==> config.mk <==
export PLATFORM = sky130hd
export DESIGN_NAME = lane_vrf_write_arbiter_flat
export DESIGN_NICKNAME = d
export VERILOG_FILES = /design/src/rtl/lane_vrf_write_arbiter_if.sv /design/src/rtl/lane_vrf_write_arbiter.sv /design/src/flat_wrapper.sv
export SDC_FILE = /design/constraint.sdc
export NUM_CORES = 1
export LEC_CHECK = 0
export BUFFER_PORTS_ARGS = -buffer_cell sky130_fd_sc_hd__buf_2
export CAP_MARGIN = 20
export CORE_AREA = 2 2 105 107
export CTS_CLUSTER_DIAMETER = 150
export DETAILED_ROUTE_END_ITERATION = 8
export DIE_AREA = 0 0 107 109
export GPL_TIMING_DRIVEN = 0
export PLACE_DENSITY = 0.77
export SKIP_CTS_REPAIR_TIMING = 1
export SYNTH_ARGS = -nofsm -noshare
export SYNTH_HDL_FRONTEND = slang
export SYNTH_SLANG_ARGS = --single-unit
==> constraint.sdc <==
create_clock -name clock -period 3.8 [get_ports clock]
set_input_delay 0.76 -clock clock [delete_from_list [all_inputs] [get_ports clock]]
set_output_delay 0.76 -clock clock [all_outputs]
set_load 0.02 [all_outputs]
==> src/rtl/lane_vrf_write_arbiter_if.sv <==
// lane_vrf_write_arbiter_if: requester bundle, VRF write port and instruction status of the lane write arbiter.
interface lane_vrf_write_arbiter_if #(
  parameter int NUM_REQ = 4,
  parameter int VD_W    = 5,
  parameter int OFF_W   = 4,
  parameter int DATA_W  = 32,
  parameter int IDX_W   = 3
);
  localparam int MASK_W   = DATA_W / 8;
  localparam int NUM_INST = 1 << IDX_W;
  logic [NUM_REQ-1:0]        req_valid;
  logic [NUM_REQ-1:0]        req_ready;
  logic [NUM_REQ*VD_W-1:0]   req_vd;
  logic [NUM_REQ*OFF_W-1:0]  req_offset;
  logic [NUM_REQ*MASK_W-1:0] req_mask;
  logic [NUM_REQ*DATA_W-1:0] req_data;
  logic [NUM_REQ-1:0]        req_last;
  logic [NUM_REQ*IDX_W-1:0]  req_instructionIndex;
  logic                      vrfWrite_ready;
  logic                      vrfWrite_valid;
  logic [VD_W-1:0]           vrfWrite_bits_vd;
  logic [OFF_W-1:0]          vrfWrite_bits_offset;
  logic [MASK_W-1:0]         vrfWrite_bits_mask;
  logic [DATA_W-1:0]         vrfWrite_bits_data;
  logic                      vrfWrite_bits_last;
  logic [IDX_W-1:0]          vrfWrite_bits_instructionIndex;
  logic [NUM_INST-1:0]       instructionBusy;
  logic [NUM_INST-1:0]       instructionDone;
  modport master (
    output req_valid, req_vd, req_offset, req_mask, req_data, req_last, req_instructionIndex, vrfWrite_ready,
    input  req_ready, vrfWrite_valid, vrfWrite_bits_vd, vrfWrite_bits_offset, vrfWrite_bits_mask,
           vrfWrite_bits_data, vrfWrite_bits_last, vrfWrite_bits_instructionIndex, instructionBusy, instructionDone
  );
  modport slave (
    input  req_valid, req_vd, req_offset, req_mask, req_data, req_last, req_instructionIndex, vrfWrite_ready,
    output req_ready, vrfWrite_valid, vrfWrite_bits_vd, vrfWrite_bits_offset, vrfWrite_bits_mask,
           vrfWrite_bits_data, vrfWrite_bits_last, vrfWrite_bits_instructionIndex, instructionBusy, instructionDone
  );
endinterface

==> src/rtl/lane_vrf_write_arbiter.sv <==
// lane_vrf_write_arbiter: round-robin merge of stage-3 VRF write requests into one registered write port, with busy/done tracking.
// Optional macro VRF_WRITE_MASK_DROP_EN: accept mask==0 requests without writing them to the VRF.
module lane_vrf_write_arbiter #(
  parameter int NUM_REQ = 4,
  parameter int VD_W    = 5,
  parameter int OFF_W   = 4,
  parameter int DATA_W  = 32,
  parameter int IDX_W   = 3
) (
  input logic clock,
  input logic reset_n,
  lane_vrf_write_arbiter_if.slave io
);
  localparam int MASK_W   = DATA_W / 8;
  localparam int NUM_INST = 1 << IDX_W;
  localparam int PW       = NUM_REQ > 1 ? $clog2(NUM_REQ) : 1;
  logic [PW-1:0]       rrPtr, grantIdx;
  logic [PW:0]         cand;
  logic                found, loadEn, accept, drop;
  logic [VD_W-1:0]     selVd;
  logic [OFF_W-1:0]    selOffset;
  logic [MASK_W-1:0]   selMask;
  logic [DATA_W-1:0]   selData;
  logic                selLast;
  logic [IDX_W-1:0]    selIdx;
  logic [NUM_INST-1:0] setBusy, doneNext;
  assign loadEn = ~io.vrfWrite_valid | io.vrfWrite_ready;
  // Rotating priority search starting at rrPtr, wrapping modulo NUM_REQ.
  always_comb begin
    found    = 1'b0;
    grantIdx = '0;
    cand     = '0;
    for (int j = 0; j < NUM_REQ; j++) begin
      cand = {1'b0, rrPtr} + (PW+1)'(j);
      cand = cand >= (PW+1)'(NUM_REQ) ? cand - (PW+1)'(NUM_REQ) : cand;
      if (!found && io.req_valid[cand[PW-1:0]]) begin
        found    = 1'b1;
        grantIdx = cand[PW-1:0];
      end
    end
  end
  assign accept       = found & loadEn;
  assign io.req_ready = accept ? NUM_REQ'(1) << grantIdx : '0;
  assign selVd     = io.req_vd[grantIdx*VD_W +: VD_W];
  assign selOffset = io.req_offset[grantIdx*OFF_W +: OFF_W];
  assign selMask   = io.req_mask[grantIdx*MASK_W +: MASK_W];
  assign selData   = io.req_data[grantIdx*DATA_W +: DATA_W];
  assign selLast   = io.req_last[grantIdx];
  assign selIdx    = io.req_instructionIndex[grantIdx*IDX_W +: IDX_W];
`ifdef VRF_WRITE_MASK_DROP_EN
  assign drop = accept & ~|selMask;
`else
  assign drop = 1'b0;
`endif
  assign setBusy  = accept ? NUM_INST'(1) << selIdx : '0;
  // Completions from the draining slot and from a dropped last request can coincide.
  assign doneNext = (io.vrfWrite_valid & io.vrfWrite_ready & io.vrfWrite_bits_last
                      ? NUM_INST'(1) << io.vrfWrite_bits_instructionIndex : '0)
                  | (drop & selLast ? NUM_INST'(1) << selIdx : '0);
  always_ff @(posedge clock or negedge reset_n) begin
    if (!reset_n) begin
      io.vrfWrite_valid                 <= 1'b0;
      io.vrfWrite_bits_vd               <= '0;
      io.vrfWrite_bits_offset           <= '0;
      io.vrfWrite_bits_mask             <= '0;
      io.vrfWrite_bits_data             <= '0;
      io.vrfWrite_bits_last             <= 1'b0;
      io.vrfWrite_bits_instructionIndex <= '0;
      rrPtr                             <= '0;
      io.instructionBusy                <= '0;
      io.instructionDone                <= '0;
    end else begin
      if (loadEn) io.vrfWrite_valid <= accept & ~drop;
      if (accept & ~drop) begin
        io.vrfWrite_bits_vd               <= selVd;
        io.vrfWrite_bits_offset           <= selOffset;
        io.vrfWrite_bits_mask             <= selMask;
        io.vrfWrite_bits_data             <= selData;
        io.vrfWrite_bits_last             <= selLast;
        io.vrfWrite_bits_instructionIndex <= selIdx;
      end
      if (accept) rrPtr <= grantIdx == PW'(NUM_REQ - 1) ? '0 : grantIdx + 1'b1;
      io.instructionBusy <= (io.instructionBusy & ~doneNext) | setBusy;
      io.instructionDone <= doneNext;
    end
  end
endmodule
==> src/flat_wrapper.sv <==
// flat-port wrapper written by rule: the top's interface ports become plain ports
module lane_vrf_write_arbiter_flat 
#(
  parameter int NUM_REQ = 4,
  parameter int VD_W    = 5,
  parameter int OFF_W   = 4,
  parameter int DATA_W  = 32,
  parameter int IDX_W   = 3
)
  (clock, reset_n, io_req_valid, io_req_vd, io_req_offset, io_req_mask, io_req_data, io_req_last, io_req_instructionIndex, io_vrfWrite_ready, io_req_ready, io_vrfWrite_valid, io_vrfWrite_bits_vd, io_vrfWrite_bits_offset, io_vrfWrite_bits_mask, io_vrfWrite_bits_data, io_vrfWrite_bits_last, io_vrfWrite_bits_instructionIndex, io_instructionBusy, io_instructionDone);
  lane_vrf_write_arbiter_if #(.NUM_REQ(NUM_REQ), .VD_W(VD_W), .OFF_W(OFF_W), .DATA_W(DATA_W), .IDX_W(IDX_W)) io_i ();
  input logic clock;
  input logic reset_n;
  input wire logic [$bits(io_i.req_valid)-1:0] io_req_valid;
  input wire logic [$bits(io_i.req_vd)-1:0] io_req_vd;
  input wire logic [$bits(io_i.req_offset)-1:0] io_req_offset;
  input wire logic [$bits(io_i.req_mask)-1:0] io_req_mask;
  input wire logic [$bits(io_i.req_data)-1:0] io_req_data;
  input wire logic [$bits(io_i.req_last)-1:0] io_req_last;
  input wire logic [$bits(io_i.req_instructionIndex)-1:0] io_req_instructionIndex;
  input wire logic [$bits(io_i.vrfWrite_ready)-1:0] io_vrfWrite_ready;
  output wire logic [$bits(io_i.req_ready)-1:0] io_req_ready;
  output wire logic [$bits(io_i.vrfWrite_valid)-1:0] io_vrfWrite_valid;
  output wire logic [$bits(io_i.vrfWrite_bits_vd)-1:0] io_vrfWrite_bits_vd;
  output wire logic [$bits(io_i.vrfWrite_bits_offset)-1:0] io_vrfWrite_bits_offset;
  output wire logic [$bits(io_i.vrfWrite_bits_mask)-1:0] io_vrfWrite_bits_mask;
  output wire logic [$bits(io_i.vrfWrite_bits_data)-1:0] io_vrfWrite_bits_data;
  output wire logic [$bits(io_i.vrfWrite_bits_last)-1:0] io_vrfWrite_bits_last;
  output wire logic [$bits(io_i.vrfWrite_bits_instructionIndex)-1:0] io_vrfWrite_bits_instructionIndex;
  output wire logic [$bits(io_i.instructionBusy)-1:0] io_instructionBusy;
  output wire logic [$bits(io_i.instructionDone)-1:0] io_instructionDone;
  assign io_i.req_valid = io_req_valid;
  assign io_i.req_vd = io_req_vd;
  assign io_i.req_offset = io_req_offset;
  assign io_i.req_mask = io_req_mask;
  assign io_i.req_data = io_req_data;
  assign io_i.req_last = io_req_last;
  assign io_i.req_instructionIndex = io_req_instructionIndex;
  assign io_i.vrfWrite_ready = io_vrfWrite_ready;
  assign io_req_ready = io_i.req_ready;
  assign io_vrfWrite_valid = io_i.vrfWrite_valid;
  assign io_vrfWrite_bits_vd = io_i.vrfWrite_bits_vd;
  assign io_vrfWrite_bits_offset = io_i.vrfWrite_bits_offset;
  assign io_vrfWrite_bits_mask = io_i.vrfWrite_bits_mask;
  assign io_vrfWrite_bits_data = io_i.vrfWrite_bits_data;
  assign io_vrfWrite_bits_last = io_i.vrfWrite_bits_last;
  assign io_vrfWrite_bits_instructionIndex = io_i.vrfWrite_bits_instructionIndex;
  assign io_instructionBusy = io_i.instructionBusy;
  assign io_instructionDone = io_i.instructionDone;
  lane_vrf_write_arbiter #(.NUM_REQ(NUM_REQ), .VD_W(VD_W), .OFF_W(OFF_W), .DATA_W(DATA_W), .IDX_W(IDX_W)) u_core (.clock(clock), .reset_n(reset_n), .io(io_i));
endmodule
==> impl_metrics.tcl, run 1 <==
set metrics [dict create \
    status "complete, no violations" \
    syn_area_um2 4260 \
    powerDensity_nw_per_um2 618 \
    gp_congestion 0.856 \
    endpoint "io_req_ready[3]" \
    yosysWarnings 0 \
    fin_skew_ns 0.0171 \
    r2r_setup_slack_ns 1.38 \
    final_util_pct 57.1 \
    overflow 0 \
    power.leakage_nw 3.20 \
    worstSetupStartpoint "io_req_valid[0]" \
    clkLatencyLatePin_ns 0.34 \
    antenna_found_initial 0 \
    layout_commonest_cell "buf_2" \
    nets 902 \
    ys_ff_latch 68 \
    synth_cells 412 \
    worst_pin_slew_ns 0.869 \
    hold_violations 0 \
    synth-async-reset-ratio_pct 100 \
    die_h_um 109 \
    die_w_um 107 \
    viasPerCell 5.00 \
    vias 4200 \
    area.sequential_um2 1700 \
    synth_area_leaders "dfrtp_1, mux2i_1, mux2_2" \
    tritoncts "done" \
    synth_edf_count 0 \
    hold_depth 2 \
    hp-class "flip-flop to flip-flop" \
    hp-start "u_core.io.vrfWrite_bits_mask[2]" \
    cp-end-kind "output pin" \
    cp.arrival_ns 2.56 \
    cts_buffer_depth 2 \
    fin_setup_tns_ns 0 \
    diodes 0 \
    final_cell_mix "buf_2, mux2i_1, dfrtp_1, nand2_1, mux2_2" \
    synth_ff_type "dfrtp_1" \
    drive_gt1_share_pct 50.7 \
    slew_headroom_pct 42.1 \
    synth_top_area_share_pct 39.9 \
    nFillCells 943 \
    ir_worst_vdd_v 0.000243 \
    fin_crit_sh_pct 87.5 \
    clkSinkCount 68 \
    numCtsBuffers 9 \
    fmax_mhz 301 \
    maxCapViolCount 0 \
    cp.required_ns 3.04 \
    io_buffers 272 \
    synthDistinctLibCells 30 \
    first_pass_iters 4 \
    coreArea_um2 10600 \
    period_needed_ns 3.32 \
    rr_endpoint "u_core.io.instructionBusy[0]" \
    rr_worst_depth 6 \
    dieArea_um2 11700 \
    reg2reg_from "u_core.rrPtr[1]" \
    dr.first_iter.drc_count 155 \
    startpoint_type "primary input" \
    rows 38 \
    ant_nets 0 \
    cts_htree_levels 3 \
    dpl.hpwl_mm 10.5 \
    io_pins 273 \
    syn_to_final_growth_pct 41.9 \
    routed_wl_mm 13.3 \
    grt_pass1_vias 4248 \
    clockRootBuffer "clkbuf_8" \
    initial_core_util_pct 40.2 \
    rsz0062_at_grt "no" \
    multi_input_area_um2 2380 \
    wl_per_cell_um 15.9 \
    critPathMaxFanout 11 \
    drc_errors 0 \
    setup_viol 0 \
    synth_area_per_cell_um2 10.3 \
    slew_violations 0 \
    yosysSeqAreaShare_pct 39.9 \
    criticalPathCategory "primary input to output pin" \
    synth_top_cell_by_area "dfrtp_1" \
    grt_max_degree 69 \
    grt_pass1_wl_mm 20.3 \
    syn_nets 619 \
    path_clk_slew_ns 0.08 \
    grt_usage_pct 22.3 \
]
-- sequential cells by signal, indices dropped and copies added (netlist names) --
signal,count
u_core.io.instructionDone,8
u_core.rrPtr,2
u_core.io.instructionBusy,8
u_core.io.vrfWrite_bits_mask,4
u_core.io.vrfWrite_bits_vd,5
u_core.io.vrfWrite_valid,1
u_core.io.vrfWrite_bits_instructionIndex,3
u_core.io.vrfWrite_bits_offset,4
u_core.io.vrfWrite_bits_last,1
u_core.io.vrfWrite_bits_data,32
-- critical path, stage by stage --
cell and delay, ns:
buf_2 0.12, and2_1 0.15, and2_1 0.19, nor3_4 0.49
buf_2 0.38, ha_1 0.18, and2_1 0.12, buf_2 0.17
-- metrics by stage --
step	cell area (um^2)	cells	total power [mW]	hold slack, ns	setup slack (ns)
3_3_place_gp	5800	824	2.96	0.459	0.482
5_1_grt	6050	840	3.97	0.507	0.309
6_report	6050	840	3.74	0.476	0.475
4_1_cts	6050	840	3.77	0.483	0.463
2_1_floorplan	4260	412	2.39	0.464	0.945
3_5_place_dp	5800	824	3.02	0.467	0.464
-- metal layers --
layer | GRT usage [%] | share of wire, % | vias up
met5 | 0 | 0 | -
met3 | 4.60 | 6.5 | 22
met4 | 7.79 | 1.8 | 0
met2 | 41.0 | 52 | 194
met1 | 25.7 | 39 | 1945
li1 | - | - | 2039
-- area by class of cell --
cell class | count | area share [%]
plain buffers | 26 | 2.50
clock buffers | 9 | 2.05
clock inverters | 7 | 2.05
inverters | 7 | 0.434
multi-input cells | 311 | 39.4
flip-flops and latches | 68 | 28.1
well taps | 140 | 2.90
repair buffers | 272 | 22.5
-- cells by family after synthesis --
kind of cell	Yosys count	share of synthesized area, %
muxes	147	35.9
and+or+nand+nor	86	9.13
AOI/OAI and AO/OA	74	9.69
DFF	68	39.9
buffers and inverters	33	4.17
adders and majority gates	4	1.17
-- cells in the mapped netlist, types with 3 or more instances --
cell type and number:
and2_1 6, buf_2 7, buf_4 6, buf_6 3
clkbuf_1 10, dfrtp_1 68, ha_1 4, inv_1 7
mux2_2 48, mux2i_1 99, nand2_1 55, nand2b_1 5
nand3_1 5, nor2_1 7, o21ai_0 40, o21ai_1 18
o31ai_1 6
-- worst min-delay path by stage --
stage                                                   to  slack, ns
after floorplan               u_core.io.instructionBusy[0]       0.46
after global placement    u_core.io.vrfWrite_bits_data[14]       0.46
after detailed placement   u_core.io.vrfWrite_bits_mask[0]       0.47
after CTS                  u_core.io.vrfWrite_bits_mask[0]       0.48
after global routing       u_core.io.vrfWrite_bits_mask[2]       0.51
final                      u_core.io.vrfWrite_bits_mask[2]       0.48
-- power breakdown --
| group | total, mW | leakage, nW | internal (mW) | switching [mW] |
|---|---|---|---|---|
| Sequential | 1.09 | 0.824 | 0.950 | 0.141 |
| Clock | 0.740 | 0.120 | 0.440 | 0.300 |
| Combinational | 1.91 | 2.26 | 0.837 | 1.07 |
| Total | 3.74 | 3.20 | 2.23 | 1.51 |
Note: power is estimated with default switching activity, not from simulation.
==> inputs of run 2 (changes only) <==
--- a/config.mk
+++ b/config.mk
@@ -7,12 +7,11 @@
 export LEC_CHECK = 0
 export BUFFER_PORTS_ARGS = -buffer_cell sky130_fd_sc_hd__buf_2
 export CAP_MARGIN = 20
-export CORE_AREA = 2 2 105 107
+export CORE_AREA = 2 2 106 108
 export CTS_CLUSTER_DIAMETER = 150
 export DETAILED_ROUTE_END_ITERATION = 8
-export DIE_AREA = 0 0 107 109
-export GPL_TIMING_DRIVEN = 0
-export PLACE_DENSITY = 0.77
+export DIE_AREA = 0 0 108 110
+export PLACE_DENSITY = 0.76
 export SKIP_CTS_REPAIR_TIMING = 1
 export SYNTH_ARGS = -nofsm -noshare
 export SYNTH_HDL_FRONTEND = slang
==> constraint.sdc (replaced) <==
create_clock -name clock -period 3.44 [get_ports clock]
set_input_delay 0.688 -clock clock [delete_from_list [all_inputs] [get_ports clock]]
set_output_delay 0.688 -clock clock [all_outputs]
set_load 0.02 [all_outputs]
==> run 2 against run 1 <==
Global-route usage is 2.9 points lower. Worst setup slack better by 0.25 ns. Cell area is 1.8% lower. Via count is 2.8% lower. Die area rose by 1.9%. Worst hold slack lost 0.040 ns. Critical path type is now flip-flop to output pin. Critical endpoint is now io_req_ready[0].
==> impl_metrics.tcl, run 2 (same netlist as run 1, synthesis figures left out) <==
set metrics [dict create \
    status "complete, no violations" \
    swShare_pct 40.6 \
    ir_worst_vdd_v 0.000346 \
    crit_chain "and2_1 > and2_1 > nor3_4 > inv_1 > ha_1 > and2_1 > buf_2" \
    regMostFlops "u_core.io.vrfWrite_bits_data" \
    final_cell_mix "buf_2, mux2i_1, dfrtp_1, nand2_1, mux2_2" \
    power.leakage_nw 3.14 \
    crit_top_cell "and2_1" \
    powerDensity_nw_per_um2 667 \
    fmax_mhz 368 \
    nets 883 \
    first_pass_iters 4 \
    slew_violations 0 \
    fin_skew_ns 0.0140 \
    cp_slowest_cell "dfrtp_1" \
    critPathBufInv 2 \
    wl_met1_mm 4.70 \
    cp-end-kind "output pin" \
    fin_hold_ws_ns 0.437 \
    rsz0062_at_grt "no" \
    initial_core_util_pct 39.8 \
    die_h_um 110 \
    diodes 0 \
    setup_viol 0 \
    dpl.hpwl_mm 9.33 \
    fin_setup_tns_ns 0 \
    path_clk_slew_ns 0.08 \
    nFillCells 967 \
    maxCapViolCount 0 \
    numCtsBuffers 9 \
    critPathMaxFanout 6 \
    intPower_mw 2.35 \
    viasPerCell 4.97 \
    top_layer "met4" \
    period_needed_ns 2.72 \
    dr.first_iter.drc_count 122 \
    rows 38 \
    cp_top_family "simple AND/OR/NAND/NOR gates" \
    final_util_pct 55.5 \
    startpoint_type "flip-flop" \
    grt_usage_pct 19.4 \
    grt_pass1_vias 3901 \
    clockRootBuffer "clkbuf_8" \
    stdcell_count 821 \
    largest_reg_flops 32 \
    grt_max_degree 71 \
    clkSinkCount 68 \
    antenna_found_initial 0 \
    cts_buffer_depth 2 \
    cts_htree_levels 3 \
    placedCellCount 805 \
    fin_crit_sh_pct 79.0 \
    wl_per_cell_um 14.6 \
    routed_wl_mm 12.0 \
    drc_errors 0 \
    p_seq_share_pct 30.5 \
    wl_met2_mm 6.15 \
    cp.arrival_ns 2.03 \
    rr_worst_depth 7 \
    r2r_setup_slack_ns 0.90 \
    hp-class "primary input to async pin" \
    clock_power_share_pct 18.9 \
    top_regs "u_core.io.vrfWrite_bits_data x32, u_core.io.instructionBusy x8, u_core.io.instructionDone x8" \
    io_pins 273 \
    io_buffers 272 \
    pre_cts_ws_ns 0.563 \
    overflow 0 \
    coreArea_um2 10700 \
    criticalPathCategory "flip-flop to output pin" \
    hold_violations 0 \
    p_comb_share_pct 50.6 \
    fin_ws_ns 0.721 \
    rr_endpoint "u_core.io.vrfWrite_bits_offset[3]" \
    tritoncts "done" \
    worst_pin_slew_ns 0.862 \
    die_w_um 108 \
    grt_pass1_wl_mm 18.2 \
    clkLatencyLatePin_ns 0.34 \
    dr_wl_met3_um 940 \
    dieArea_um2 11900 \
    layout_commonest_cell "buf_2" \
    syn_to_final_growth_pct 39.3 \
    vias 4084 \
    slew_headroom_pct 42.5 \
    p_switching_mw 1.61 \
    ant_nets 0 \
    gp_congestion 0.872 \
    reg2reg_from "u_core.rrPtr[1]" \
    max_stage_delay_ns 0.44 \
    cp.required_ns 2.75 \
    crit_cells 7 \
    drive_gt1_share_pct 51.0 \
]
[run 2: routing by layer]
layer / track usage (%) / up-vias
met5: 0 / -
met4: 6.78 / 0
met3: 3.53 / 18
met2: 35.8 / 186
met1: 22.6 / 1880
li1: - / 2000
[run 2: power groups by stage]
stage                     registers, mW  clock network [mW]  logic [mW]
after floorplan                    1.50                   0        1.14
after global routing               1.24               0.807        2.18
after global placement             1.21                   0        1.96
after detailed placement           1.21                   0        2.03
final                              1.21               0.748        2.01
after CTS                          1.21               0.777        2.03
[run 2: per-stage QoR]
step	cell area (um^2)	total power, mW
after floorplan	4260	2.64
after global placement	5720	3.17
after detailed placement	5720	3.24
after CTS	5940	4.01
after global routing	5940	4.22
final	5940	3.96
[run 2: final cells by class]
cell class / count / area [um^2] / area share (%)
well taps: 140 / 175 / 2.95
multi-input cells: 311 / 2380 / 40.2
inverters: 7 / 26.3 / 0.442
clock inverters: 7 / 98.8 / 1.66
repair buffers: 279 / 1430 / 24.1
clock buffers: 9 / 124 / 2.09
flip-flops and latches: 68 / 1700 / 28.6
[run 2: how the worst max path moves through the flow]
stage | from | end | slack (ns)
6_report | u_core.rrPtr[1] | io_req_ready[0] | 0.72
4_1_cts | u_core.rrPtr[1] | io_req_ready[0] | 0.69
3_5_place_dp | io_req_valid[0] | u_core.io.vrfWrite_bits_offset[3] | 0.56
2_1_floorplan | io_req_valid[0] | io_req_ready[0] | 0.73
3_3_place_gp | io_req_valid[0] | u_core.io.vrfWrite_bits_data[4] | 0.67
5_1_grt | u_core.rrPtr[1] | io_req_ready[2] | 0.59
==> inputs of run 3 (changes only) <==
--- a/config.mk
+++ b/config.mk
@@ -5,13 +5,14 @@
 export SDC_FILE = /design/constraint.sdc
 export NUM_CORES = 1
 export LEC_CHECK = 0
+export ABC_AREA = 1
 export BUFFER_PORTS_ARGS = -buffer_cell sky130_fd_sc_hd__buf_2
 export CAP_MARGIN = 20
-export CORE_AREA = 2 2 106 108
+export CORE_MARGIN = 2
+export CORE_UTILIZATION = 42
 export CTS_CLUSTER_DIAMETER = 150
 export DETAILED_ROUTE_END_ITERATION = 8
-export DIE_AREA = 0 0 108 110
-export PLACE_DENSITY = 0.76
+export PLACE_DENSITY = 0.78
 export SKIP_CTS_REPAIR_TIMING = 1
 export SYNTH_ARGS = -nofsm -noshare
 export SYNTH_HDL_FRONTEND = slang
==> constraint.sdc (replaced) <==
create_clock -name clock -period 2.3 [get_ports clock]
set_input_delay 0.46 -clock clock [delete_from_list [all_inputs] [get_ports clock]]
set_output_delay 0.46 -clock clock [all_outputs]
set_load 0.02 [all_outputs]
==> run 3 against run 2 <==
The flow now finishes with violations (setup timing). Sequential cell count did not move. Cell area rose by 19%. Area after synthesis rose by 23%. Largest cell class unchanged. Highest routed layer is now met5.
==> impl_metrics.tcl, run 3 <==
set metrics [dict create \
    status "complete, but fails checks" \
    violations "setup timing" \
    fin_ws_ns -0.322 \
    swShare_pct 54.0 \
    wl_per_cell_um 12.6 \
    synth_edf_count 0 \
    clkSinkCount 68 \
    rr_endpoint "u_core.io.instructionBusy[5]" \
    dpl.hpwl_mm 12.2 \
    rsz0062_at_grt "yes" \
    fmax_mhz 381 \
    criticalPathCategory "flip-flop to output pin" \
    grt_max_degree 55 \
    endpoint "io_req_ready[2]" \
    cp.arrival_ns 2.16 \
    clockRootBuffer "clkbuf_16" \
    path_clk_slew_ns 0.06 \
    viasPerCell 4.56 \
    nets 1271 \
    synth_area_leaders "nand2_1, dfrtp_1, inv_1" \
    p_switching_mw 7.65 \
    tritoncts "done" \
    ir_worst_vdd_v 0.00159 \
    synth_top_area_share_pct 32.8 \
    rows 40 \
    final_util_pct 58.7 \
    synth_ff_type "dfrtp_1" \
    clkLatencyLatePin_ns 0.32 \
    pre_cts_ws_ns -0.0650 \
    p_seq_share_pct 15.0 \
    yosysSeqAreaShare_pct 32.6 \
    powerDensity_nw_per_um2 2000 \
    hold_violations 0 \
    ys_top_cells_by_count "nand2_1, dfrtp_1, inv_1" \
    period_needed_ns 2.62 \
    fin_crit_sh_pct 114 \
    power.leakage_nw 4.27 \
    synthDistinctLibCells 34 \
    intPower_mw 6.52 \
    largest_reg_flops 32 \
    fin_setup_tns_ns -1.22 \
    cts_buffer_depth 2 \
    gp_congestion 0.917 \
    p_comb_share_pct 75.0 \
    die_h_um 116 \
    final_cell_mix "nand2_1, buf_2, dfrtp_1, inv_1, nand2_2" \
    yosysMostFrequentCell "nand2_1" \
    coreArea_um2 12100 \
    grt_pass1_wl_mm 23.9 \
    slew_violations 0 \
    grt_usage_pct 22.5 \
    synth_area_per_cell_um2 6.54 \
    grt_pass1_vias 5114 \
    maxCapViolCount 0 \
    regMostFlops "u_core.io.vrfWrite_bits_data" \
    cp_slowest_cell "dfrtp_2" \
    synth_top_cell_by_area "nand2_1" \
    critPathMaxFanout 10 \
    overflow 0 \
    drc_errors 0 \
    routed_wl_mm 15.6 \
    cp_top_family "simple AND/OR/NAND/NOR gates" \
    drive_gt1_share_pct 37.4 \
    syn_area_um2 5220 \
    cts_htree_levels 3 \
    syn_nets 1005 \
    initial_core_util_pct 43.3 \
    synth_cells 798 \
    crit_chain "buf_12 > nand2_1 > nand2_1 > nand2_2 > nand2_4 > nor2_8 > nand3_4 > nand3_2 > nand2_4 > inv_4 > ha_1 > inv_1 > nor2_4 > buf_6" \
    first_pass_iters 4 \
    reg2reg_from "u_core.rrPtr[0]" \
    ys_ff_latch 68 \
    worstSetupStartpoint "u_core.rrPtr[0]" \
    rr_worst_depth 16 \
    max_stage_delay_ns 0.44 \
    io_buffers 272 \
    top_regs "u_core.io.vrfWrite_bits_data x32, u_core.io.instructionBusy x8, u_core.io.instructionDone x8" \
    die_w_um 116 \
    hp-class "primary input to async pin" \
    setup_viol 4 \
    antenna_found_initial 3 \
    crit_cells 14 \
    slew_headroom_pct 74.3 \
    yosysWarnings 0 \
    startpoint_type "flip-flop" \
    dr.first_iter.drc_count 141 \
    worst_pin_slew_ns 0.386 \
    synth-async-reset-ratio_pct 100 \
    io_pins 273 \
    cp.required_ns 1.84 \
    dieArea_um2 13300 \
    cp-end-kind "output pin" \
    ant_nets 0 \
    layout_commonest_cell "nand2_1" \
    fin_skew_ns 0.00802 \
    critPathBufInv 4 \
    clock_power_share_pct 10.1 \
    syn_to_final_growth_pct 35.6 \
    vias 5639 \
    r2r_setup_slack_ns 0.01 \
    numCtsBuffers 9 \
]
[run 3: cell count changes after synthesis, sizes merged, moves of 14 or more]
cell | previous run | this run
buf | 16 | 34
mux2i | 99 | 0
mux2 | 48 | 0
nand3 | 5 | 22
inv | 7 | 70
nor2 | 8 | 22
o211ai | 1 | 45
o21ai | 58 | 14
nand2 | 55 | 499
[run 3: through the flow]
stage	power, mW	instances	hold WS [ns]	area [um^2]
2_1_floorplan	10.6	798	0.164	5250
3_3_place_gp	12.2	1215	0.416	6660
3_5_place_dp	12.4	1215	0.419	6660
4_1_cts	13.9	1230	0.0735	6970
5_1_grt	15.7	1236	0.0935	7080
6_report	14.2	1237	0.0676	7080
[run 3: layout make-up]
type	count	area, um^2
multi-input cells	615	2920
clock inverters	5	77.6
flip-flops and latches	68	1700
repair buffers	298	1660
fillers	1158	4980
well taps	168	210
inverters	72	280
diodes	1	2.50
clock buffers	10	229
[run 3: power groups by stage]
| stage | sequential (mW) | clock, mW | combinational, mW |
|---|---|---|---|
| floorplan | 2.69 | 0 | 7.95 |
| global placement | 2.10 | 0 | 10.1 |
| detailed placement | 2.11 | 0 | 10.3 |
| CTS | 2.12 | 1.46 | 10.3 |
| global route | 2.18 | 1.52 | 12.0 |
| finish | 2.12 | 1.43 | 10.6 |
[run 3: kinds of logic after synthesis]
family / share of synthesized area [%]
adders and majority gates: 0.958
and+or+nand+nor: 44.4
DFF: 32.6
buffers and inverters: 12.4
AOI/OAI and AO/OA: 9.61
[run 3: worst register-to-register path, cell delays in order (launching register included)]
cell and delay [ns]:
dfrtp_2 0.44, buf_12 0.15, nand2_1 0.05, nand2_1 0.09, nand2_2 0.10, nand2_4 0.07
nor2_8 0.13, nand3_4 0.11, nand3_2 0.11, nand2_4 0.09, inv_4 0.08, buf_4 0.33
nand3_1 0.12, nand2_1 0.13, nor2_1 0.08, nand2_1 0.06, nand2_1 0.04
[run 3: how the worst min path moves through the flow]
stage             from                                          end
2_1_floorplan  reset_n                 u_core.io.instructionBusy[0]
3_3_place_gp   reset_n             u_core.io.vrfWrite_bits_data[13]
3_5_place_dp   reset_n  u_core.io.vrfWrite_bits_instructionIndex[0]
4_1_cts        reset_n  u_core.io.vrfWrite_bits_instructionIndex[2]
5_1_grt        reset_n             u_core.io.vrfWrite_bits_data[13]
6_report       reset_n  u_core.io.vrfWrite_bits_instructionIndex[0]
[run 3: per-layer routing]
metal | part of all wire (%) | routed length (um) | GRT usage (%)
met5 | 0.19 | 30 | 0
met2 | 49 | 7710 | 39.9
met1 | 41 | 6370 | 26.6
met4 | 2.4 | 375 | 8.27
met3 | 7.3 | 1140 | 5.23
